`src/rtl/cpu_pkg.sv`:
```
// rtl/cpu_pkg.sv - shared fetch constants: FSM state encoding, reset PC default, NOP word
//
// Purpose: constants shared by the instruction fetch unit and its PC register.
// Ports:   none (package).

package cpu_pkg;

  // Fetch FSM state encoding (2 bits)
  localparam logic [1:0] ST_FETCH = 2'd0;  // request issued this cycle
  localparam logic [1:0] ST_WAIT  = 2'd1;  // waiting for memory ack
  localparam logic [1:0] ST_DROP  = 2'd2;  // waiting to discard a squashed ack
  localparam logic [1:0] ST_VALID = 2'd3;  // instruction presented to decoder

  localparam logic [31:0] RESET_PC_DEFAULT = 32'h0000_0000;
  localparam logic [31:0] NOP_WORD         = 32'h0000_0000;

endpackage

```
`src/rtl/pc_reg.sv`:
```
// rtl/pc_reg.sv - program counter register with redirect load, +4 increment and alignment error pulse
//
// Purpose: holds the fetch PC. A redirect loads a force-aligned target; an
//          accepted instruction advances by 4 (wrapping modulo 2^ADDR_W).
// Ports:
//   clk_i         clock
//   rst_i         synchronous active-high reset, loads RESET_PC
//   load_i        redirect strobe; has priority over inc_i
//   load_pc_i     redirect target (low two bits are dropped)
//   inc_i         advance PC by 4
//   pc_o          current PC
//   pc_plus4_o    pc_o + 4
//   align_err_o   one-cycle pulse after a redirect to a misaligned target

module pc_reg
  import cpu_pkg::*;
#(
  parameter int                ADDR_W   = 32,
  parameter logic [ADDR_W-1:0] RESET_PC = RESET_PC_DEFAULT[ADDR_W-1:0]
) (
  input  logic              clk_i,
  input  logic              rst_i,
  input  logic              load_i,
  input  logic [ADDR_W-1:0] load_pc_i,
  input  logic              inc_i,
  output logic [ADDR_W-1:0] pc_o,
  output logic [ADDR_W-1:0] pc_plus4_o,
  output logic              align_err_o
);

  localparam logic [ADDR_W-1:0] PC_STEP = ADDR_W'(4);

  logic [ADDR_W-1:0] pc_q, pc_d;
  logic              align_err_q, align_err_d;
  logic [ADDR_W-1:0] pc_plus4;

  // Natural wrap of the adder gives FFFF_FFFC + 4 = 0 with no error.
  assign pc_plus4 = pc_q + PC_STEP;

  always_comb begin
    pc_d        = pc_q;
    align_err_d = 1'b0;
    if (load_i) begin
      pc_d        = {load_pc_i[ADDR_W-1:2], 2'b00};
      align_err_d = (load_pc_i[1:0] != 2'b00);
    end else if (inc_i) begin
      pc_d = pc_plus4;
    end
  end

  always_ff @(posedge clk_i) begin
    if (rst_i) begin
      pc_q        <= RESET_PC;
      align_err_q <= 1'b0;
    end else begin
      pc_q        <= pc_d;
      align_err_q <= align_err_d;
    end
  end

  assign pc_o        = pc_q;
  assign pc_plus4_o  = pc_plus4;
  assign align_err_o = align_err_q;

endmodule

```
`src/rtl/instr_fetch_unit.sv`:
```
// rtl/instr_fetch_unit.sv - MIPS instruction fetch unit: PC, imem req/ack fetch, valid/ready output, redirects
//
// Purpose: fetches 32-bit instructions over a single-outstanding req/ack
//          memory interface and presents them to the decoder with a
//          valid/ready handshake. Redirects squash any in-flight fetch.
// Ports:
//   clk_i, rst_i            clock, synchronous active-high reset
//   imem_req_o/addr_o       fetch request and address (address = pc_o)
//   imem_ack_i/data_i       memory response strobe and instruction word
//   instr_o, pc_o           registered instruction and its address
//   pc_plus4_o              pc_o + 4
//   instr_valid_o/ready_i   output handshake
//   redirect_i/redirect_pc_i control-flow change and target
//   align_err_o             pulse after a misaligned redirect target

module instr_fetch_unit
  import cpu_pkg::*;
#(
  parameter int                ADDR_W   = 32,
  parameter logic [ADDR_W-1:0] RESET_PC = RESET_PC_DEFAULT[ADDR_W-1:0]
) (
  input  logic              clk_i,
  input  logic              rst_i,
  output logic              imem_req_o,
  output logic [ADDR_W-1:0] imem_addr_o,
  input  logic              imem_ack_i,
  input  logic [31:0]       imem_data_i,
  output logic [31:0]       instr_o,
  output logic [ADDR_W-1:0] pc_o,
  output logic [ADDR_W-1:0] pc_plus4_o,
  output logic              instr_valid_o,
  input  logic              instr_ready_i,
  input  logic              redirect_i,
  input  logic [ADDR_W-1:0] redirect_pc_i,
  output logic              align_err_o
);

  logic [1:0]  state_q, state_d;
  logic [31:0] instr_q, instr_d;
  logic        accept;
  logic [ADDR_W-1:0] pc;

  // Redirect beats ready, so a redirected VALID cycle never advances by 4.
  assign accept = (state_q == ST_VALID) && instr_ready_i && !redirect_i;

  always_comb begin
    state_d = state_q;
    instr_d = instr_q;
    case (state_q)
      // The request goes out this cycle regardless; a redirect means its
      // ack must still be absorbed, hence DROP.
      ST_FETCH: state_d = redirect_i ? ST_DROP : ST_WAIT;
      ST_WAIT: begin
        if (imem_ack_i) begin
          if (redirect_i) begin
            state_d = ST_FETCH;
          end else begin
            instr_d = imem_data_i;
            state_d = ST_VALID;
          end
        end else if (redirect_i) begin
          state_d = ST_DROP;
        end
      end
      ST_VALID: begin
        if (redirect_i || instr_ready_i) begin
          state_d = ST_FETCH;
        end
      end
      // Stay here until the squashed ack shows up, even across redirects.
      ST_DROP: begin
        if (imem_ack_i) begin
          state_d = ST_FETCH;
        end
      end
      default: state_d = ST_FETCH;
    endcase
  end

  always_ff @(posedge clk_i) begin
    if (rst_i) begin
      state_q <= ST_FETCH;
      instr_q <= NOP_WORD;
    end else begin
      state_q <= state_d;
      instr_q <= instr_d;
    end
  end

  pc_reg #(
    .ADDR_W   (ADDR_W),
    .RESET_PC (RESET_PC)
  ) u_pc_reg (
    .clk_i       (clk_i),
    .rst_i       (rst_i),
    .load_i      (redirect_i),
    .load_pc_i   (redirect_pc_i),
    .inc_i       (accept),
    .pc_o        (pc),
    .pc_plus4_o  (pc_plus4_o),
    .align_err_o (align_err_o)
  );

  // Gating with rst_i keeps the request low while reset is held, so no
  // fetch is issued from the FETCH state that reset forces.
  assign imem_req_o    = (state_q == ST_FETCH) && !rst_i;
  assign imem_addr_o   = pc;
  assign pc_o          = pc;
  assign instr_o       = instr_q;
  assign instr_valid_o = (state_q == ST_VALID);

endmodule

```
`config.mk`:
```
export PLATFORM = sky130hd
export DESIGN_NAME = instr_fetch_unit
export DESIGN_NICKNAME = d
export VERILOG_FILES = /design/src/rtl/cpu_pkg.sv /design/src/rtl/pc_reg.sv /design/src/rtl/instr_fetch_unit.sv
export SDC_FILE = /design/constraint.sdc
export NUM_CORES = 1
export LEC_CHECK = 0
export BUFFER_PORTS_ARGS = -buffer_cell sky130_fd_sc_hd__buf_2
export CORE_UTILIZATION = 35
export CTS_CLUSTER_DIAMETER = 30
export DETAILED_ROUTE_END_ITERATION = 16
export GPL_TIMING_DRIVEN = 0
export PLACE_DENSITY = 0.67
export SKIP_CTS_REPAIR_TIMING = 1
export SYNTH_ARGS = -nofsm -noshare
export SYNTH_HDL_FRONTEND = slang
export SYNTH_SLANG_ARGS = --single-unit
```
`constraint.sdc`:
```
create_clock -name clk_i -period 2.39 [get_ports clk_i]
set_input_delay 0.478 -clock clk_i [delete_from_list [all_inputs] [get_ports clk_i]]
set_output_delay 0.478 -clock clk_i [all_outputs]
set_load 0.02 [all_outputs]
```
==> results.rst, run 1 <==
.. list-table::
   :header-rows: 1

   * - Metric
     - Value
   * - Status
     - complete, but fails checks
   * - Violated checks
     - setup timing
   * - WL met2
     - 6.12 mm
   * - Launching element of the worst setup path
     - u_pc_reg.pc_o[2]
   * - Fill cells
     - 993
   * - Arrival time worst endpoint
     - ~2.2 ns
   * - Number of warnings reported in the yosys synthesis log
     - 0
   * - Ratio of total power to cell area
     - 475 mW/mm2
   * - Most repeated cell in the gate-level netlist after synthesis
     - nand2_1
   * - Period utilisation layout
     - 111%
   * - Number of maximum-capacitance constraint violations
     - 0
   * - Initial detailed-routing violation count
     - 190
   * - Transition time at the pin with the least slew margin
     - 0.704 ns
   * - Highest fanout seen on the critical path
     - 6
   * - Total Neg Setup Slack
     - -2.04 ns
   * - Critical path capture point
     - pc_plus4_o[25]
   * - Routed Wire Length
     - 12.6 mm
   * - Type of element capturing the critical path
     - primary output
   * - Count of vias placed by the detailed router
     - roughly 4300
   * - Die Y-Extent
     - 106 um
   * - Area of the core region
     - around 0.010 mm2
   * - Beginning of the worst register-to-register path
     - state_q[0]
   * - Worst reg2reg path depth
     - 5
   * - Net total in the final layout
     - 807
   * - RR Endpoint
     - u_pc_reg.pc_o[21]
   * - Cell types occupying the most area after synthesis
     - dfxtp_1 35%, nand2_1 9.0%, buf_4 7.2%, xnor2_1 7.0%, a21oi_1 5.3%
   * - Data required time of the worst path
     - 1.91 ns
   * - Most area-hungry cell type in the Yosys netlist
     - dfxtp_1
   * - Multi-input gate area in the final layout
     - 0.00222 mm2
   * - Routed wirelength normalized by instance count
     - around 14 um
   * - Commonest register cell after synthesis
     - dfxtp_1
   * - Startpoint class of the critical path
     - flop
   * - Area share of the largest cell type after synthesis
     - 34.6%
   * - Achievable clock frequency
     - 378 MHz
   * - Depth of the CTS H-tree
     - 3
   * - Largest net degree at the start of global routing
     - 14
   * - Wire length on met1
     - 5.08 mm
   * - Fraction of synthesis flops using an asynchronous set or reset pin
     - 0%
   * - Worst reg2reg setup slack
     - 0.27 ns
   * - Antenna diode count
     - 0
   * - Root buffer selected by CTS
     - clkbuf_8
   * - Top routing layer in use
     - met5
   * - Vias per std cell
     - 4.87
   * - Initial standard-cell utilization of the core
     - 36.3%
   * - Synth unique cells
     - 49
   * - Max VDD drop
     - 0.000362 V
   * - X dimension of the die
     - 106 um
   * - Row count
     - 37
   * - First-pass GRT wire length
     - 18.8 mm
   * - Clock tree skew after final layout
     - 0.0160 ns
   * - Buffers added on ports
     - 192
   * - Fin worst setup slack
     - -0.255 ns
   * - Clock latency of the later-clocked register in the worst-skew pair
     - ~0.35 ns
   * - CTS sink count
     - 65
   * - Area growth from synthesis to layout
     - 53.5%
   * - Buffers from clock root to sink, at most
     - 2
   * - Top-level port count
     - 200
   * - Global route total overflow
     - 0
   * - Number of design rule violations left after detail routing
     - 0
   * - Count of flip-flops with a built-in enable after synthesis
     - 0
   * - Die area
     - about 0.011 mm2
   * - Proportion of layout cells with a drive suffix above 1
     - between 40% and 50%
   * - Static Leakage
     - around 2.7 nW
   * - Detailed-router iteration count before antenna repair
     - 5
   * - Synthesized flop and latch total
     - 65
   * - Wire length on met3
     - 1.07 mm
   * - Clock tree from TritonCTS
     - done
   * - HPWL after detailed placement
     - 8.98 mm
   * - Synth top cells by count
     - 90 x nand2_1, 65 x dfxtp_1, 48 x nor2_1
   * - Sequential cell area
     - 0.00134 mm2
   * - Hold path start
     - imem_data_i[10]
   * - Overall routing resource usage
     - 21.1%
   * - Sequential-to-total area share from yosys stat
     - 34.6%
   * - Pins over their slew limit
     - 0
   * - Kind of critical path
     - reg2out
   * - Post-CTS clock slew at the launch and capture registers of the worst setup and hold paths
     - 0.09 ns
   * - Vias in the first global route
     - 3868
   * - Total standard cell area after synthesis
     - ~0.0038 mm2
   * - Final number of setup-violating endpoints
     - 13
   * - Tightest slew margin relative to the limit
     - between 50% and 60%
   * - Hold Fails Final Rpt
     - 0
   * - Post-Syn Instances
     - 483
   * - Post-route minimum period
     - 2.64 ns
   * - Minimum setup slack after placement
     - -0.303 ns
   * - Antenna-violating nets left
     - 0
   * - Placer Congestion
     - between 0.8 and 0.9
   * - Hold Worst Slack
     - 0.357 ns
   * - Setup repair after global routing missed its margin
     - true
   * - Total CTS buffers
     - 9
   * - Number of antenna violations at the first check in global routing
     - 1
   * - Worst hold-check path type
     - in2reg
   * - Mean cell area of the mapped netlist
     - 7.79 um2
kinds of logic after synthesis:
| logic type | share of synthesized area, % |
|---|---|
| xor gates and xnor gates | 12.1 |
| other | 0.0996 |
| DFF | 34.6 |
| muxes | 0.532 |
| buffers and inverters | 12.2 |
| and+or+nand+nor | 27.8 |
| adders and majority gates | 0.332 |
| AOI/OAI and AO/OA | 12.4 |
how the worst min path moves through the flow:
stage                  end  slack (ns)  depth (start not counted)
2_1_floorplan   state_q[0]        0.52                          2
3_3_place_gp    instr_o[0]        0.44                          2
3_5_place_dp   instr_o[13]        0.45                          2
4_1_cts        instr_o[10]        0.34                          3
5_1_grt        instr_o[10]        0.35                          3
6_report       instr_o[10]        0.36                          3
area by class of cell:
| cell class | count | share of cell area [%] |
|---|---|---|
| multi-input cells | 347 | 38.4 |
| repair buffers | 240 | 24.1 |
| flip-flops and latches | 65 | 23.2 |
| plain buffers | 68 | 7.88 |
| well taps | 136 | 2.94 |
| clock buffers | 10 | 2.21 |
| clock inverters | 6 | 0.888 |
| inverters | 6 | 0.390 |
layer usage:
layer / GRT usage, % / vias up
met4: 7.54 / 2
li1: - / 2099
met3: 6.00 / 29
met1: 24.3 / 1939
met5: 0 / -
met2: 36.9 / 210
where the power goes:
part | internal, mW | total, mW | switching (mW) | leakage, nW
Clock | 0.390 | 0.880 | 0.491 | 0.0875
Sequential | 1.13 | 1.21 | 0.0779 | 0.540
Combinational | 0.290 | 0.653 | 0.363 | 2.08
placed cells by master (no fill, tap or decap), drive strengths merged, types with 6 or more instances in the layout:
cell | synthesis | layout
or3 | 6 | 6
nand3 | 12 | 12
inv | 6 | 8
a21oi | 40 | 40
nand2 | 90 | 90
nor3 | 19 | 19
dfxtp | 65 | 65
xnor2 | 30 | 30
nor2 | 48 | 48
clkbuf | 29 | 33
a211oi | 21 | 21
nand4 | 22 | 22
conb | 1 | 6
buf | 41 | 285
xor2 | 22 | 22
registers in the layout (all words and copies together) (netlist names):
register	count
u_pc_reg.pc_o	30
state_q	2
instr_o	32
u_pc_reg.align_err_o	1
stage by stage:
step / utilization, % / std cells / total power, mW / cell area [um2]
2_1_floorplan: - / 488 / 1.60 / 3830
3_3_place_gp: 47.9 / 816 / 1.82 / 4960
3_5_place_dp: 47.9 / 816 / 1.83 / 4960
4_1_cts: 49.6 / 832 / 2.70 / 5140
5_1_grt: 55.7 / 878 / 2.87 / 5780
6_report: 55.7 / 878 / 2.74 / 5780
critical path: stages, from the launching register on:
cell     delay [ns]
dfxtp_4        0.39
buf_6          0.11
nand4_4        0.14
nor4_4         0.40
buf_4          0.22
nand4_1        0.11
xnor2_1        0.26
buf_4          0.19
Note: power is estimated with default switching activity, not from simulation.
==> run 2: changes to the inputs <==
--- a/config.mk
+++ b/config.mk
@@ -11,6 +11,7 @@
 export DETAILED_ROUTE_END_ITERATION = 16
 export GPL_TIMING_DRIVEN = 0
 export PLACE_DENSITY = 0.67
+export REMOVE_ABC_BUFFERS = 1
 export SKIP_CTS_REPAIR_TIMING = 1
 export SYNTH_ARGS = -nofsm -noshare
 export SYNTH_HDL_FRONTEND = slang
==> results.rst, run 2 (same netlist as run 1, synthesis figures left out) <==
.. list-table::
   :header-rows: 1

   * - Metric
     - Value
   * - Most common library cell in the layout ignoring fill and taps
     - buf_2 (unchanged)
   * - Routed wirelength normalized by instance count
     - 14.1 um (was 14.3 um)
   * - Tightest slew margin relative to the limit
     - 8.21% (was 53.1%)
   * - Largest net degree at the start of global routing
     - 73 (was 14)
   * - X dimension of the die
     - 106 um (unchanged)
   * - Antenna-violating nets left
     - 0 (unchanged)
   * - Achievable clock frequency
     - 394 MHz (was 378 MHz)
   * - Arrival time worst endpoint
     - 2.06 ns (was 2.17 ns)
   * - Vias in the first global route
     - 3298 (was 3868)
   * - Initial standard-cell utilization of the core
     - 36.3% (unchanged)
   * - Count of vias placed by the detailed router
     - 3930 (was 4279)
   * - CTS sink count
     - 65 (unchanged)
   * - First-pass GRT wire length
     - 16.4 mm (was 18.8 mm)
   * - Ratio of total power to cell area
     - 565 mW/mm2 (was 475 mW/mm2)
   * - HPWL after detailed placement
     - 7.84 mm (was 8.98 mm)
   * - Max VDD drop
     - 0.000317 V (was 0.000362 V)
   * - Overall routing resource usage
     - 18.4% (was 21.1%)
   * - Post-route minimum period
     - 2.54 ns (was 2.64 ns)
   * - Final number of setup-violating endpoints
     - 12 (was 13)
   * - Max FFs per register
     - 32 (unchanged)
   * - Type of element capturing the critical path
     - primary output (unchanged)
   * - Design Power
     - 3.04 mW (was 2.74 mW)
   * - Static Leakage
     - 2.44 nW (was 2.71 nW)
   * - Post-Place Cells
     - 748 (was 816)
   * - Global route total overflow
     - 0 (unchanged)
   * - Startpoint class of the critical path
     - flop (unchanged)
   * - Buffers from clock root to sink, at most
     - 2 (unchanged)
   * - Fin worst setup slack
     - -0.148 ns (was -0.255 ns)
   * - Commonest cells after routing, fill and taps aside
     - 180 x buf_2, 88 x nand2_1, 53 x buf_4 (was 177 x buf_2, 94 x buf_4, 85 x nand2_1)
   * - Net total in the final layout
     - 737 (was 807)
   * - Final standard cell utilization of the core
     - 51.9% (was 55.7%)
   * - Most common cell on crit path
     - buf_4 (unchanged)
   * - Final design instance area without fill
     - 0.00538 mm2 (was 0.00578 mm2)
   * - Setup repair after global routing missed its margin
     - true (unchanged)
   * - Area of the core region
     - 0.0104 mm2 (unchanged)
   * - Clock tree from TritonCTS
     - done (unchanged)
   * - Buffers added on ports
     - 193 (was 192)
   * - Hold Fails Final Rpt
     - 0 (unchanged)
   * - Post-CTS clock slew at the launch and capture registers of the worst setup and hold paths
     - 0.08 ns (was 0.09 ns)
   * - Worst-path cell chain
     - nand4_1, buf_4, nor4_4, buf_4, nand3_4, nor2_4, xor2_1, buf_4 (was buf_6, nand4_4, nor4_4, buf_4, nand4_1, xnor2_1, buf_4)
   * - Crit path largest cell delay
     - 0.37 ns (was 0.40 ns)
   * - Period utilisation layout
     - 106% (was 111%)
   * - Routed Wire Length
     - 11.4 mm (was 12.6 mm)
   * - Die Y-Extent
     - 106 um (unchanged)
   * - CP bufs+invs
     - 3 (unchanged)
   * - Vias per std cell
     - 4.86 (was 4.87)
   * - Crit-path slowest cell
     - dfxtp_4 (was nor4_4)
   * - Initial detailed-routing violation count
     - 183 (was 190)
   * - Placer Congestion
     - 0.774 (was 0.879)
   * - Clock latency of the later-clocked register in the worst-skew pair
     - 0.33 ns (was 0.35 ns)
   * - Clock tree skew after final layout
     - 0.0123 ns (was 0.0160 ns)
   * - Highest fanout seen on the critical path
     - 4 (was 6)
   * - Area growth from synthesis to layout
     - 42.8% (was 53.5%)
   * - Worst hold-check path type
     - in2reg (unchanged)
   * - Die area
     - 0.0112 mm2 (unchanged)
   * - Row count
     - 37 (unchanged)
   * - Worst path top cell family by delay
     - simple AND/OR/NAND/NOR gates (unchanged)
   * - Number of maximum-capacitance constraint violations
     - 0 (unchanged)
   * - Count of non-filler cells in the finished layout
     - 809 (was 878)
   * - Depth of the CTS H-tree
     - 3 (unchanged)
   * - Placement Cell Area
     - 0.00450 mm2 (was 0.00496 mm2)
   * - Root buffer selected by CTS
     - clkbuf_8 (unchanged)
   * - Violated checks
     - setup timing (unchanged)
   * - Detailed-router iteration count before antenna repair
     - 6 (was 5)
   * - Kind of critical path
     - reg2out (unchanged)
   * - Pins over their slew limit
     - 0 (unchanged)
   * - Transition time at the pin with the least slew margin
     - 1.38 ns (was 0.704 ns)
   * - Total Neg Setup Slack
     - -1.32 ns (was -2.04 ns)
   * - Number of design rule violations left after detail routing
     - 0 (unchanged)
   * - Top-level port count
     - 200 (unchanged)
   * - Proportion of layout cells with a drive suffix above 1
     - 46.3% (was 49.1%)
   * - Total CTS buffers
     - 9 (unchanged)
   * - Fill cells
     - 1038 (was 993)
   * - Data required time of the worst path
     - 1.91 ns (about the same)
   * - Number of antenna violations at the first check in global routing
     - 2 (was 1)
   * - Status
     - complete, but fails checks (unchanged)
run 2: routing by layer:
metal	vias to the layer above	track usage, %	wire length (um)
met5	-	0	11
met4	2	5.95	103
met3	11	3.53	538
met2	114	31.5	5820
met1	1838	23.1	4910
li1	1965	-	-
run 2: area by class of cell:
| cell class | instances | area, um2 | area share, % |
|---|---|---|---|
| tap | 136 | 170 | 3.16 |
| inverter | 6 | 22.5 | 0.419 |
| clock buffer | 10 | 128 | 2.37 |
| antenna | 1 | 2.50 | 0.0465 |
| multi-input combinational | 347 | 2200 | 40.9 |
| clock inverter | 6 | 138 | 2.56 |
| timing repair buffer | 238 | 1360 | 25.2 |
| sequential | 65 | 1370 | 25.4 |
run 2: per-stage QoR:
stage,setup WS [ns],hold slack [ns]
after global routing,-0.291,0.357
after detailed placement,-0.561,0.446
after global placement,-1.16,0.439
after floorplan,-0.463,0.516
after CTS,-0.937,0.351
final,-0.148,0.368
run 2: final timing paths:
check	startpoint	to	slack, ns	depth (start not counted)
min	imem_data_i[25]	instr_o[25]	0.37	3
min reg2reg	instr_o[7]	instr_o[7]	0.45	2
max reg2reg	state_q[1]	u_pc_reg.pc_o[30]	0.28	5
max	u_pc_reg.pc_o[15]	pc_plus4_o[21]	-0.15	8
run 2: power breakdown:
group          leakage, nW  total, mW  internal, mW  switching, mW
combinational         1.77      0.554         0.224          0.331
clock                0.131       1.27         0.807          0.464
sequential           0.543       1.21          1.13         0.0840
run 2: worst register-to-register path: stages, from the launching register on:
cell and delay [ns]:
dfxtp_1 0.50, nand3_2 0.42, nor3_1 0.49, a2111oi_0 0.18
a41oi_1 0.24, o211ai_1 0.11
